==> src/rtl/sirv_gnrl_skid_buf.sv <==
// sirv_gnrl_skid_buf: two-entry valid/ready skid buffer with registered
// o_vld/o_dat and i_rdy, breaking both the forward and backward timing paths.
module sirv_gnrl_skid_buf #(
  parameter int DW = 32
) (
  input  logic          clk,
  input  logic          rst_n,
  input  logic          flush,
  input  logic          i_vld,
  output logic          i_rdy,
  input  logic [DW-1:0] i_dat,
  output logic          o_vld,
  input  logic          o_rdy,
  output logic [DW-1:0] o_dat,
  output logic [1:0]    o_cnt
);
  typedef enum logic [1:0] {EMPTY = 2'd0, BUSY = 2'd1, FULL = 2'd2} state_e;
  state_e        state_q, state_d;
  logic [DW-1:0] main_q, main_d, skid_q, skid_d;
  logic          vld_q, rdy_q;
  logic          in_fire, out_fire;
  assign in_fire  = i_vld & rdy_q;
  assign out_fire = vld_q & o_rdy;
  always_comb begin
    state_d = state_q;
    main_d  = main_q;
    skid_d  = skid_q;
    case (state_q)
      EMPTY: if (in_fire) begin
        main_d  = i_dat;
        state_d = BUSY;
      end
      BUSY: if (in_fire && out_fire) main_d = i_dat;
      else if (in_fire) begin
        skid_d  = i_dat;
        state_d = FULL;
      end else if (out_fire) state_d = EMPTY;
      FULL: if (out_fire) begin
        main_d  = skid_q;
        state_d = BUSY;
      end
      default: state_d = EMPTY;
    endcase
    // data regs may still load under flush; o_vld=0 hides them
    if (flush) state_d = EMPTY;
  end
  always_ff @(posedge clk or negedge rst_n) begin
    if (!rst_n) begin
      state_q <= EMPTY;
      main_q  <= '0;
      skid_q  <= '0;
      vld_q   <= 1'b0;
      rdy_q   <= 1'b1;
    end else begin
      state_q <= state_d;
      main_q  <= main_d;
      skid_q  <= skid_d;
      vld_q   <= state_d != EMPTY;
      rdy_q   <= state_d != FULL;
    end
  end
  assign i_rdy = rdy_q;
  assign o_vld = vld_q;
  assign o_dat = main_q;
  assign o_cnt = state_q;
endmodule

==> config.mk <==
export PLATFORM = sky130hd
export DESIGN_NAME = sirv_gnrl_skid_buf
export DESIGN_NICKNAME = d
export VERILOG_FILES = /design/src/rtl/sirv_gnrl_skid_buf.sv
export SDC_FILE = /design/constraint.sdc
export NUM_CORES = 1
export LEC_CHECK = 0
export BUFFER_PORTS_ARGS = -buffer_cell sky130_fd_sc_hd__buf_2
export CAP_MARGIN = 20
export CORE_MARGIN = 2
export CORE_UTILIZATION = 32
export DETAILED_ROUTE_END_ITERATION = 6
export SLEW_MARGIN = 30
export SYNTH_ARGS = -nofsm -noshare
export SYNTH_HDL_FRONTEND = slang
export SYNTH_SLANG_ARGS = --single-unit
==> constraint.sdc <==
create_clock -name clk -period 1.7 [get_ports clk]
set_clock_uncertainty 0.05 [all_clocks]
set_input_delay 0.085 -clock clk [delete_from_list [all_inputs] [get_ports clk]]
set_output_delay 0.085 -clock clk [all_outputs]
set_load 0.03 [all_outputs]
Word level (Yosys, flattened, before mapping) --
Cells that the tools add are included.
Storage, ports and cells: logic and storage cells 31, output and inout bits 36, bits of input ports 37, register bits 68
Cells by class: equality and inequality tests 6, reduce and logical (&&, ||, !) cells 6, bitwise logic cells 3, mux-type cells 11
Operators by type and width (number):
- two-way mux 32 bit | 3
- one-hot mux 32 bit (3 select lines) | 1
- two-way mux 2 bit | 6
- != test 2 bit, second input constant | 4
- one-hot mux 2 bit (3 select lines) | 1
- AND reduction 4 bit | 1
- AND reduction 3 bit | 1
- nonzero test 3 bit | 1
- AND 1 bit | 2
- == test 2 x 1 -> 1 bit, second input constant | 1
- == test 2 bit, second input constant | 1
- zero test 2 bit | 1
- nonzero test 2 bit | 1
- logical AND 1 bit | 1
- inverter 1 bit | 1

Logic depth before layout (Yosys ltp) --
depth after elaboration 7, mapped depth 4, depth with buffers taken out 3

Worst setup path after synthesis --
Ideal clock, no wire load.
path kind register -> register, start register state_q[1] (netlist: o_cnt[1]), end register main_q[21] (netlist: o_dat[21]), buffers on the path 1, slack -0.155 ns, library setup time 0.125 ns, stages on the path, launching flop included 5, required time 1.525 ns, clock period less this slack 1.855 ns, arrival time 1.680 ns, cell sequence dfrtp_1 -> nor2b_2 -> buf_2 -> mux2_2 -> mux2_4
Between the ends: word-level cells in the longest chain between the ends 3, elaborated cells on any way between the ends 9, those cells by class 5 x eq/ne; 1 x mux; 3 x reduce/logical
RTL lines:
- start: declaration | RTL line 18 | state_e state_q, state_d;
- start signal: assignment | RTL line 55 | state_q <= state_d;
- == test 2 x 1 -> 1 bit, or another cell as far along | RTL line 28 | case (state_q)
- != test 2 bit (no line) or nonzero test 3 bit (tied branches)
- AND reduction 4 bit (no line)
- end signal: assignment | RTL line 56 | main_q <= main_d;
- end: declaration | RTL line 19 | logic [DW-1:0] main_q, main_d, skid_q, skid_d;
Several ways; a longest one is shown, not always the timed one. A chain may end at the register's enable or synchronous reset.

Worst setup path in the final report --
start register rdy_q (netlist: i_rdy), end register main_q[0] (netlist: o_dat[0])
Between the ends: word-level cells in the longest chain between the ends 4, elaborated cells on any way between the ends 5, those cells by class 2 x eq/ne; 1 x bitwise; 2 x reduce/logical
RTL lines:
- start: declaration | RTL line 20 | logic vld_q, rdy_q;
- start signal: assignment | RTL line 53 | rdy_q <= 1'b1;
- start signal: assignment | RTL line 59 | rdy_q <= state_d != FULL;
- AND 1 bit (*) | RTL line 22 | assign in_fire = i_vld & rdy_q;
- logical AND 1 bit | RTL line 33 | BUSY: if (in_fire && out_fire) main_d = i_dat;
- != test 2 bit (no line)
- AND reduction 4 bit (no line) (*)
Mark *: on every way between the ends. The rest lies on a longest branch, timed or not.

==> key figures <==
Power
  • Total design power: around 6 mW
  • Pwr dens: about 1300 nW/um^2
  • Leakage: approximately 2.0 nW
  • Worst VDD drop: between 0.6 and 0.7 mV

Placement
  • GPL Wtd Cong: ~0.78
  • PortBufs: between 70 and 80
  • Post-DP HPWL: roughly 4 mm
  • DP Worst Slack: -4.49 ps

Clock tree
  • Worst skew pair latency: 340 ps
  • Clock sinks: between 60 and 70
  • Bufs on Longest Clock Path: 2
  • Clk slew on worst S/H paths: around 70 ps
  • CTS tree: done
  • Root buf cell: clkbuf_8
  • Total CTS buffers: 9
  • H-tree levels: 3

Finish
  • Layout area overhead: 42.9%
  • Register area: around 1700 sq um
  • Final Util: 0.476
  • ANT cells: 0
  • FILL cells: between 800 and 900
  • Final-stage net count: 357
  • Commonest non-fill, non-tap cell in the layout: buf_2
  • Share of cells above drive strength 1: 0.631
  • Most frequent cells in the layout: buf_2 (71), dfrtp_1 (64), mux2_2 (57)
  • Multi-input gate area: roughly 1400 sq um

Run status
  • Failing checks: negative setup slack
  • Status: finished with violations

Global route
  • Number of global-route vias before repair: slightly above 2000
  • First-pass GRT wire length: 10.1 mm
  • GRT Overall Usage: 0.128
  • GR Overflow Total: 0
  • Initial antenna violation count: 0
  • Largest net degree at the start of global routing: 36

Floorplan
  • Io pins: 73
  • Die Height: 103 microns
  • Die area: roughly 11000 sq um
  • Core Box Area: 9330 sq um
  • Die W: 103 microns
  • Num rows: 35
  • Starting density of the core: 0.333

Routing
  • Vias: ~2000
  • DR DRC count: 0
  • Initial DRC count: 20
  • Final antenna-violating net count: 0
  • Drt first pass iters: 3
  • DRT Wirelength: 6.66 mm
  • WL/cell: between 10 and 15 microns
  • Vias/cell: 4.42

Synthesis
  • Yosys reg bits: 68
  • YS warnings: 0
  • Cells after Synth: roughly 190
  • Netlist cell types: 24
  • Number of flops mapped to enable cells by yosys: 0
  • Fraction of registers with async set/reset: 1.00
  • Net Count, Synth: approximately 230
  • Primary FF master, synth: dfrtp_1
  • Mapped Area: approximately 3100 sq um
  • Sequential-to-total area share from yosys stat: 0.548
  • Syn_area_per_cell: ~16 sq um

STA
  • Highest clock rate: 0.585 GHz
  • Max_slew headroom: 0.693
  • Setup ws final: -9.04 ps
  • Tcrit/Tclk final: 1.01
  • Final setup violation count: 6
  • Worst slew pin tran: about 460 ps
  • Min cycle time layout: 1710 ps
  • Fin. Hold Viols: 0
  • Fin. max-slew vios: 0
  • Unrepaired setup endpoints after global routing: true

Job
  • Max-Cap Viols: 0

Critical path
  • Worst-path cell chain: nand2_2 -> o32ai_4 -> buf_12 -> clkbuf_16 -> mux2_4
  • Reg2reg setup slack: -9 ps
  • Slowest cell on crit path: dfstp_2
  • Critical Path Source Type: flop
  • Crit path kind: reg2reg
  • CP arrival: between 1500 and 2000 ps
  • CP max stage delay: approximately 550 ps
  • Data required, critical path: about 1900 ps
  • Crit path capture type: flop
  • Crit-path max FO: 7

Hold path
  • HP Class: in2async
-- worst paths after layout --
path                       startpoint   endpoint  cells past startpoint
max                             i_rdy   o_dat[0]                      5
max reg2reg                     i_rdy   o_dat[0]                      5
max in group asynchronous       rst_n  o_dat[20]                      3
min reg2reg                 skid_q[4]  skid_q[4]                      1
min in group clk                i_vld      o_vld                      4
min                             rst_n  skid_q[3]                      2
-- sequential cells by signal (all words and copies together), names as in the netlist --
register	count
skid_q	32
o_dat	32
o_vld	1
i_rdy	1
o_cnt	2
-- power breakdown --
group	switching [mW]	internal (mW)	leakage [nW]	total [mW]
Combinational	0.968	1.06	1.13	2.02
Clock	0.608	0.754	0.102	1.36
Sequential	0.283	2.19	0.801	2.47
-- cells by family (layout without fill, tap and decap cells) --
group                  count (synthesis)  after routing  synth area share
AOI/OAI and AO/OA                      7              7            0.0266
muxes                                 96             96             0.383
and+or+nand+nor                       11             11            0.0217
DFF                                   68             68             0.548
buffers and inverters                  9            143            0.0213
-- routing by layer --
layer	routed length [microns]	vias to the layer above	track usage
li1	-	950	-
met1	3010	1003	0.159
met2	3310	48	0.207
met3	288	6	0.0441
met4	48	0	0.0462
met5	0	-	0
-- final cells by class --
class,count,share of cell area
clock buffer,12,0.0349
tap,129,0.0363
sequential,68,0.384
multi-input combinational,114,0.306
timing repair buffer,127,0.228
clock inverter,4,0.0107
-- worst max-delay path: cells and delay by family, from the launching register on --
family | cells | cell delay, ps
AOI/OAI and AO/OA | 1 | 290
buffers and inverters | 2 | 350
DFF | 1 | 550
muxes | 1 | 300
and+or+nand+nor | 1 | 60
-- Yosys cell counts, types with 3 or more instances --
library cell | count | area [sq um]
buf_2 | 5 | 25.0
nand2_1 | 3 | 11.3
dfrtp_1 | 67 | 1680
mux2_2 | 59 | 664
mux2_1 | 8 | 90.1
mux2_4 | 29 | 435
buf_6 | 3 | 33.8
-- per-stage QoR --
stage	area (sq um)	hold WS [ps]	setup TNS [ps]	instances
4_1_cts	4300	195	0	445
3_3_place_gp	3740	21.4	0	394
5_1_grt	4440	225	-1000	454
3_5_place_dp	3740	15.4	-4.49	394
6_report	4440	201	-20.5	454
2_1_floorplan	3120	-261	-567	191
-- repair_timing --
action | 4_1_cts | 5_1_grt
cloned | 0 | 4
buffers inserted | 0 | 5
endpoints found under the setup margin | 2 | 32
hold buffers | 35 | 0
endpoints found under the hold margin | 69 | 0
resized for setup | 2 | 1
pin swaps | 0 | 1
Power figures use the tool's default switching activity.
